**src/rtl/l1c_pkg.sv**
```systemverilog
// Shared constants and types for the L1 cache line refill sequencer.
// Widths follow the CPU wrapper's DATA_BITS / CACHE_INDEX_BITS settings.
package l1c_pkg;

    localparam int DATA_BITS        = 32;
    localparam int CACHE_INDEX_BITS = 6;
    localparam int LINE_WORDS       = 4;
    localparam int LINE_OFF_BITS    = 4;

    // Memory-port access type for a single cached word read.
    localparam logic [2:0] CACHE_WORD = 3'b010;

    typedef enum logic [1:0] {
        IDLE,
        FETCH,
        COMMIT
    } refill_state_e;

endpackage

```
**src/rtl/l1c_lane_web_dec.sv**
```systemverilog
// Turns a word-lane number into the active-low byte write-enable
// of the 128-bit data array row; all ones when no write is pending.
module l1c_lane_web_dec (
    input  logic        en_i,
    input  logic [1:0]  lane_i,
    output logic [15:0] web_o
);

    always_comb begin
        web_o = 16'hFFFF;
        if (en_i) begin
            web_o[{lane_i, 2'b00} +: 4] = 4'b0000;
        end
    end

endmodule

```
**src/rtl/l1c_line_refill.sv**
```systemverilog
// Critical-word-first refill sequencer: fetches a 4-word line, forwards the
// critical word, writes each lane one cycle after it arrives, then commits the tag.
module l1c_line_refill
    import l1c_pkg::*;
#(
    parameter int ADDR_W     = DATA_BITS,
    parameter int LINE_WORDS = l1c_pkg::LINE_WORDS,
    parameter int INDEX_W    = CACHE_INDEX_BITS,
    parameter int TAG_W      = ADDR_W - INDEX_W - LINE_OFF_BITS
) (
    input  logic                       clk_i,
    input  logic                       rst_ni,
    input  logic                       miss_req_i,
    input  logic [ADDR_W-1:0]          miss_addr_i,
    output logic                       busy_o,
    output logic                       done_o,
    output logic                       crit_valid_o,
    output logic [ADDR_W-1:0]          crit_data_o,
    output logic                       mem_req_o,
    output logic [ADDR_W-1:0]          mem_addr_o,
    output logic [2:0]                 mem_type_o,
    output logic                       mem_write_o,
    input  logic [ADDR_W-1:0]          mem_out_i,
    input  logic                       mem_wait_i,
    output logic [INDEX_W-1:0]         da_index_o,
    output logic [ADDR_W*LINE_WORDS-1:0] da_in_o,
    output logic [15:0]                da_web_o,
    output logic [TAG_W-1:0]           ta_in_o,
    output logic                       ta_web_o,
    output logic                       valid_set_o
);

    refill_state_e      state_q, state_d;
    logic [TAG_W-1:0]   tag_q, tag_d;
    logic [INDEX_W-1:0] index_q, index_d;
    logic [1:0]         off_q, off_d;
    logic [1:0]         cnt_q, cnt_d;
    logic [ADDR_W-1:0]  wr_data_q, wr_data_d;
    logic [1:0]         wr_lane_q, wr_lane_d;
    logic               wr_pend_q, wr_pend_d;

    logic               accept;
    logic               unused_addr_bits;

    assign unused_addr_bits = ^miss_addr_i[1:0];
    assign accept           = (state_q == FETCH) && !mem_wait_i;

    always_ff @(posedge clk_i) begin
        if (!rst_ni) begin
            state_q   <= IDLE;
            tag_q     <= '0;
            index_q   <= '0;
            off_q     <= '0;
            cnt_q     <= '0;
            wr_data_q <= '0;
            wr_lane_q <= '0;
            wr_pend_q <= 1'b0;
        end else begin
            state_q   <= state_d;
            tag_q     <= tag_d;
            index_q   <= index_d;
            off_q     <= off_d;
            cnt_q     <= cnt_d;
            wr_data_q <= wr_data_d;
            wr_lane_q <= wr_lane_d;
            wr_pend_q <= wr_pend_d;
        end
    end

    always_comb begin
        state_d   = state_q;
        tag_d     = tag_q;
        index_d   = index_q;
        off_d     = off_q;
        cnt_d     = cnt_q;
        wr_data_d = wr_data_q;
        wr_lane_d = wr_lane_q;
        wr_pend_d = 1'b0;

        unique case (state_q)
            IDLE: begin
                if (miss_req_i) begin
                    tag_d   = miss_addr_i[ADDR_W-1 -: TAG_W];
                    index_d = miss_addr_i[LINE_OFF_BITS +: INDEX_W];
                    off_d   = miss_addr_i[3:2];
                    cnt_d   = '0;
                    state_d = FETCH;
                end
            end
            FETCH: begin
                if (accept) begin
                    wr_data_d = mem_out_i;
                    wr_lane_d = off_q;
                    wr_pend_d = 1'b1;
                    off_d     = off_q + 2'd1;
                    cnt_d     = cnt_q + 2'd1;
                    if (cnt_q == 2'(LINE_WORDS - 1)) begin
                        state_d = COMMIT;
                    end
                end
            end
            COMMIT: begin
                state_d = IDLE;
            end
            default: begin
                state_d = IDLE;
            end
        endcase
    end

    // The data array has one row per line; the word is copied to every lane
    // and the byte enables pick which lane actually takes it.
    l1c_lane_web_dec u_web_dec (
        .en_i   (wr_pend_q),
        .lane_i (wr_lane_q),
        .web_o  (da_web_o)
    );

    assign da_in_o      = {LINE_WORDS{wr_data_q}};
    assign busy_o       = (state_q != IDLE);
    assign done_o       = (state_q == COMMIT);
    assign valid_set_o  = (state_q == COMMIT);
    assign ta_web_o     = (state_q != COMMIT);
    assign ta_in_o      = tag_q;
    assign da_index_o   = busy_o ? index_q : '0;

    assign mem_req_o    = (state_q == FETCH);
    assign mem_addr_o   = mem_req_o ? {tag_q, index_q, off_q, 2'b00} : '0;
    assign mem_type_o   = CACHE_WORD;
    assign mem_write_o  = 1'b0;

    assign crit_valid_o = accept && (cnt_q == 2'd0);
    assign crit_data_o  = crit_valid_o ? mem_out_i : '0;

endmodule

```
**config.mk**
```make
export PLATFORM = sky130hd
export DESIGN_NAME = l1c_line_refill
export DESIGN_NICKNAME = d
export VERILOG_FILES = /design/src/rtl/l1c_pkg.sv /design/src/rtl/l1c_lane_web_dec.sv /design/src/rtl/l1c_line_refill.sv
export SDC_FILE = /design/constraint.sdc
export NUM_CORES = 1
export LEC_CHECK = 0
export ABC_AREA = 1
export BUFFER_PORTS_ARGS = -buffer_cell sky130_fd_sc_hd__clkbuf_2
export CORE_AREA = 2 2 122 124
export DETAILED_ROUTE_END_ITERATION = 8
export DIE_AREA = 0 0 124 126
export GPL_ROUTABILITY_DRIVEN = 1
export PLACE_DENSITY = 0.68
export SYNTH_ARGS = -nofsm -noshare
export SYNTH_HDL_FRONTEND = slang
export SYNTH_HIERARCHICAL = 1
export SYNTH_SLANG_ARGS = --single-unit
```
**constraint.sdc**
```tcl
create_clock -name clk_i -period 2.15 [get_ports clk_i]
set_clock_uncertainty 0.15 [all_clocks]
set_input_delay 0.5375 -clock clk_i [delete_from_list [all_inputs] [get_ports clk_i]]
set_output_delay 0.5375 -clock clk_i [all_outputs]
set_load 0.01 [all_outputs]
```
==> results of run 1 <==
==> cells by family after synthesis <==
family | Yosys count
other | 2
DFF | 69
AOI/OAI and AO/OA | 97
buffers and inverters | 216
adders and majority gates | 2
and+or+nand+nor | 162
==> how the worst min path moves through the flow <==
stage | to | slack, ns | cells after the start
after floorplan | cnt_q[0]$_SDFFE_PN0P_ | 0.30 | 1
after global placement | ta_in_o[5]$_SDFFE_PN0P_ | 0.30 | 2
after detailed placement | ta_in_o[5]$_SDFFE_PN0P_ | 0.31 | 2
after CTS | wr_data_q[22]$_SDFFE_PN0P_ | 0.28 | 3
after global routing | wr_data_q[22]$_SDFFE_PN0P_ | 0.29 | 3
final | wr_data_q[4]$_SDFFE_PN0P_ | 0.30 | 3
==> registers in the layout, indices dropped and copies added (netlist names) <==
name       cells
cnt_q          2
state_q        2
wr_pend_q      1
off_q          2
index_q        6
wr_lane_q      2
wr_data_q     32
ta_in_o       22
==> what timing repair did <==
item / CTS / global route
gates cloned: 0 / 2
pin swaps: 0 / 0
gates resized for setup: 4 / 44
setup buffers: 1 / 3
endpoints found under the setup margin: 60 / 60
==> critical path, delay by kind of cell (launching register included) <==
kind	cells	cell delay [ns]
flip-flops	1	0.35
AND/OR/NAND/NOR	4	0.35
buffers and inverters	3	0.38
==> cells in the final DEF, fill, tap and decap left out, types with 2 or more instances in the layout <==
master and count:
clkbuf_1 2, nand3_1 6, a21oi_1 64, dfxtp_1 65, conb_1 6, buf_4 9, buf_12 3, clkbuf_8 2
dfxtp_2 3, clkbuf_2 280, nor2_2 11, nor2_1 64, inv_1 75, buf_6 2, clkbuf_16 10, nand2_1 74
o21ai_0 30, o21ai_1 3, buf_2 25
==> metal layers <==
layer,wire length [microns],vias up,global-route usage [%]
li1,-,1941,-
met1,4770,1669,15.99
met2,5644,208,22.75
met3,1183,9,5.933
met4,108,2,4.164
met5,13,-,0
==> area by class of cell <==
cell class | count | area [sq um]
multi-input cells | 267 | 1237
repair buffers | 320 | 1702
fillers | 1542 | 9160
clock buffers | 13 | 260.3
clock inverters | 3 | 43.79
inverters | 77 | 291.5
well taps | 184 | 230.2
flip-flops and latches | 69 | 1389
==> power by group <==
group,switching [mW],internal (mW)
Clock,0.543,0.962
Combinational,0.404,0.268
Sequential,0.0618,1.36
==> results.py, run 1 <==
metrics = {
    "pwr": {
        "powerDensity_nw_per_um2": 697.8,
        "power.total_mw": 3.596,
        "peakVddDrop_mv": 0.3694,
        "cellLeakagePower_nw": 2.889,
    },
    "clock_network": {
        "cts_tree": "built",
        "path_clk_slew_ns": 0.06,
        "clockRootBuffer": "clkbuf_16",
        "numCtsBuffers": 9,
        "clk_latency_ns": 0.33,
        "clock_path_buffers": 2,
        "hold_buffers": 0,
        "clock_sinks": 69,
        "htree_levels": 3,
    },
    "yosys": {
        "synthMuxAreaShare_pct": 0,
        "synth_area_sq_um": 3824,
        "synthTopCellsByCount": "119 x buf_4, 76 x inv_1, 75 x nor2_1",
        "syn_avg_cell_area_sq_um": 6.977,
        "synthSimpleGateAreaFrac_pct": 17.15,
        "ys_types": 19,
        "async_reset_ff_share_pct": 0,
        "synth_compound_area_share_pct": 12.70,
        "yosys.area_share.xor_xnor_pct": 0,
        "synth-edff-count": 0,
        "synth_area_leader_cell": "dfxtp_1",
        "synthCells": 548,
        "yosysTopAreaCellShare_pct": 36.13,
        "ys_top_cells_by_area": "dfxtp_1 36%, buf_4 23%, a21oi_1 8.4%",
        "synth_top_family_by_area": "buffers and inverters",
        "ys_seq_elements": 69,
        "synth-warning-count": 6,
        "synth.most_common_cell": "buf_4",
        "synthFlopType": "dfxtp_1",
        "synthAdderAreaFrac_pct": 0.6545,
        "ys_seq_area_share_pct": 36.13,
    },
    "cells_and_area": {
        "finish.utilization_pct": 36.01,
        "synthToLayoutAreaGrowth_pct": 34.78,
        "stdcell_area_sq_um": 5154,
        "drive_above_1_share_pct": 47.66,
        "n_antenna_cell": 0,
        "final_nets": 814,
        "finalNonFillerCells": 933,
    },
    "detailed_routing": {
        "post_drt_wl_per_cell_microns": 12.56,
        "final_antenna_net_count": 0,
        "viasPerCell": 4.104,
        "vias": 3829,
        "first_pass_iters": 6,
        "wirelength_mm": 11.72,
        "drtIter0Drc": 182,
        "drc": 0,
    },
    "die": {
        "core-area_sq_um": 14310,
        "fp-row-count": 44,
        "start_util_pct": 26.71,
        "dieWidth_microns": 124,
        "io_pins": 314,
        "die-area_sq_um": 15620,
        "die_h_microns": 126,
    },
    "placed_design": {
        "dp_slack_ns": 0.1487,
        "dp_cells": 911,
        "hpwl_mm": 8.503,
        "port_buffers": 305,
        "gp_congestion": 0.7777,
        "dpl-instance-area_sq_um": 4721,
    },
    "setup_path": {
        "slowest_delay_ns": 0.35,
        "arrival_ns": 1.43,
        "cp-end-kind": "output pin",
        "crit_fanout": 17,
        "r2r_setup_slack_ns": 0.43,
        "setup.worst_path.start": "state_q[1]$_SDFFE_PN0P_",
        "path_cells": "inv_4, nand2_8, nor2_8, nand2_4, buf_12, nor2_1, buf_2",
        "critPathLaunchType": "register",
        "endpoint": "crit_data_o[1]",
        "crit_slowest_cell": "dfxtp_4",
        "r2r_start": "state_q[0]$_SDFFE_PN0P_",
        "r2r-end": "ta_in_o[3]$_SDFFE_PN0P_",
        "worst_r2r_path_depth": 6,
        "required_ns": 1.46,
        "crit_type": "reg -> out",
    },
    "grt": {
        "grt_pass1_wl_mm": 16.50,
        "antenna_found_initial": 1,
        "grt_pass1_vias": 3259,
        "grt_start_max_net_pins": 45,
        "grt_util_all_layers_pct": 13.75,
        "grt.overflow.total": 0,
    },
    "sta": {
        "setup_violations": 0,
        "holdWs_ns": 0.2962,
        "drv_slew": 0,
        "hold_viol": 0,
        "period_needed_ns": 2.122,
        "rsz0062_at_grt": "true",
        "max_freq_ghz": 0.4714,
        "finalCritPeriodShare_pct": 98.68,
        "timing.final.ws_setup_ns": 0.02848,
        "setup_tns_ns": 0,
    },
    "min_path": {
        "worstHoldStart": "mem_out_i[4]",
        "hold_class": "in -> reg",
    },
    "job": {
        "max_cap_viol_count": 0,
    },
    "outcome": {
        "status": "completed",
    },
}
No activity file was read; power rests on OpenSTA's default activity.
==> inputs of run 2 (changes only) <==
--- a/config.mk
+++ b/config.mk
@@ -6,13 +6,14 @@
 export NUM_CORES = 1
 export LEC_CHECK = 0
 export ABC_AREA = 1
-export BUFFER_PORTS_ARGS = -buffer_cell sky130_fd_sc_hd__clkbuf_2
-export CORE_AREA = 2 2 122 124
+export CORE_AREA = 2 2 121 123
 export DETAILED_ROUTE_END_ITERATION = 8
-export DIE_AREA = 0 0 124 126
+export DIE_AREA = 0 0 123 125
+export DONT_BUFFER_PORTS = 1
 export GPL_ROUTABILITY_DRIVEN = 1
-export PLACE_DENSITY = 0.68
+export PLACE_DENSITY = 0.5
 export SYNTH_ARGS = -nofsm -noshare
 export SYNTH_HDL_FRONTEND = slang
 export SYNTH_HIERARCHICAL = 1
 export SYNTH_SLANG_ARGS = --single-unit
+export TNS_END_PERCENT = 50
==> run 2 against run 1 <==
  * Sequential share of layout area grew 6.9 points
  * Clock power about the same
  * Cell count is 29% lower
  * Combinational power decreased by 35%
  * Register-to-register slack got worse by 0.10 ns
  * Non-clock buffer count shrank 275
  * Critical path type unchanged
  * Critical endpoint is now crit_data_o[28]
  * Largest power group is now sequential cells
==> results.py, run 2 (synthesized netlist as in run 1, its figures left out) <==
metrics = {
    "die": {
        "io_pins": 314,
        "die-area_sq_um": 15380,
        "fp-row-count": 44,
        "dieWidth_microns": 123,
        "start_util_pct": 26.92,
        "die_h_microns": 125,
        "core-area_sq_um": 14200,
    },
    "sta": {
        "hold_viol": 0,
        "finalCritPeriodShare_pct": 97.90,
        "drv_slew": 0,
        "tightest_slew_ns": 0.5952,
        "period_needed_ns": 2.105,
        "setup_violations": 0,
        "rsz0062_at_grt": "true",
        "max_freq_ghz": 0.4751,
        "holdWs_ns": 0.1674,
        "slew_headroom_pct": 60.27,
    },
    "cells_and_area": {
        "synthToLayoutAreaGrowth_pct": 7.363,
        "finish.utilization_pct": 28.90,
        "n_fill_cell": 1532,
        "layout_common_cells": "74 x inv_1, 74 x nand2_1, 65 x dfxtp_1",
        "regMostFlops": "wr_data_q",
        "drive_above_1_share_pct": 22.57,
        "largest_register_ffs": 32,
        "final_nets": 539,
        "n_antenna_cell": 0,
    },
    "grt": {
        "grt_util_all_layers_pct": 13.54,
        "grt_pass1_wl_mm": 15.49,
        "grt_pass1_vias": 2833,
        "antenna_found_initial": 0,
        "grtUsageMet3_pct": 5.429,
        "grt.overflow.total": 0,
        "use_met2_pct": 24.60,
        "grt.met1_usage_pct": 13.65,
        "grt_start_max_net_pins": 57,
        "busiest_layer": "met2",
    },
    "setup_path": {
        "path_cells": "inv_2, nand2_4, nor2_8, nand2_8, clkbuf_16, nor2_2, buf_4",
        "crit_type": "reg -> out",
        "required_ns": 1.46,
        "slowest_delay_ns": 0.32,
        "critPathLaunchType": "register",
        "crit_slowest_cell": "dfxtp_2",
        "arrival_ns": 1.42,
        "crit_fanout": 8,
        "cp-end-kind": "output pin",
    },
    "clock_network": {
        "clk_latency_ns": 0.33,
        "cts_tree": "built",
        "htree_levels": 3,
        "numCtsBuffers": 9,
        "path_clk_slew_ns": 0.06,
        "hold_buffers": 0,
        "clockRootBuffer": "clkbuf_16",
        "clock_path_buffers": 2,
        "clock_sinks": 69,
    },
    "placed_design": {
        "gp_congestion": 0.7825,
        "port_buffers": 0,
        "hpwl_mm": 7.303,
    },
    "min_path": {
        "hold_class": "in -> reg",
    },
    "pwr": {
        "peakVddDrop_mv": 0.3483,
        "cellLeakagePower_nw": 1.709,
        "powerDensity_nw_per_um2": 835.3,
    },
    "job": {
        "max_cap_viol_count": 0,
    },
    "detailed_routing": {
        "vias": 2953,
        "post_drt_wl_per_cell_microns": 16.40,
        "drtIter0Drc": 108,
        "final_antenna_net_count": 0,
        "wirelength_mm": 10.79,
        "drc": 0,
        "first_pass_iters": 5,
        "viasPerCell": 4.488,
    },
    "outcome": {
        "status": "completed",
    },
}
run 2: changes by cell type in the layout (fill, tap and decap cells not counted), sizes merged:
cell / previous run / this run
inv: 76 / 77
buf: 39 / 43
clkinv: 3 / 6
clkbuf: 294 / 11
run 2: final cells by class:
class	count	area [sq um]	area share [%]
Sequential cell	69	1389	33.83
Tap cell	184	230.2	5.608
Multi-Input combinational cell	267	1403	34.17
Timing Repair Buffer	45	494.2	12.04
Clock buffer	9	225.2	5.486
Inverter	77	289.0	7.041
Clock inverter	7	75.07	1.829
run 2: timing repair:
action                                  4_1_cts  5_1_grt
pin swaps                                     1        2
resized for setup                            15       67
buffers inserted                              2        1
hold endpoints to repair                      0        0
endpoints found under the setup margin       63       32
gates cloned                                  2        2
run 2: metrics by stage:
| stage | cells | TNS [ns] | worst slack [ns] | instance area (sq um) | power (mW) |
|---|---|---|---|---|---|
| CTS | 655 | -0.05588 | -0.009404 | 3806 | 3.440 |
| finish | 658 | 0 | 0.04514 | 4105 | 3.429 |
| floorplan | 552 | 0 | 0.3069 | 3839 | 1.876 |
| global route | 658 | -0.4604 | -0.04705 | 4105 | 3.618 |
| detailed placement | 635 | 0 | 0.2342 | 3400 | 1.885 |
| global placement | 635 | 0 | 0.2893 | 3400 | 1.875 |
run 2: worst max-delay path, delay by kind of cell (launching register included):
kind,cells,cell delay [ns]
buf+inv,3,0.39
flops,1,0.32
simple gates,4,0.36
run 2: per-layer routing:
metal	vias up	wire, microns
li1	1386	-
met1	1338	3776
met2	218	5863
met3	11	1015
met4	0	138
met5	-	0
run 2: worst paths after layout:
path / startpoint / end / slack, ns / cells past startpoint
hold / removal: rst_ni / state_q[0]$_SDFFE_PN0P_ / 0.17 / 2
hold reg to reg: cnt_q[0]$_SDFFE_PN0P_ / cnt_q[0]$_SDFFE_PN0P_ / 0.30 / 1
setup / recovery: state_q[1]$_SDFFE_PN0P_ / crit_data_o[28] / 0.05 / 7
setup reg to reg: state_q[0]$_SDFFE_PN0P_ / ta_in_o[5]$_SDFFE_PN0P_ / 0.33 / 6
run 2: power breakdown:
part / internal (mW) / switching [mW] / leakage (nW) / total (mW)
Clock: 0.903 / 0.587 / 0.150 / 1.49
Sequential: 1.36 / 0.144 / 0.568 / 1.50
Combinational: 0.157 / 0.280 / 0.992 / 0.438
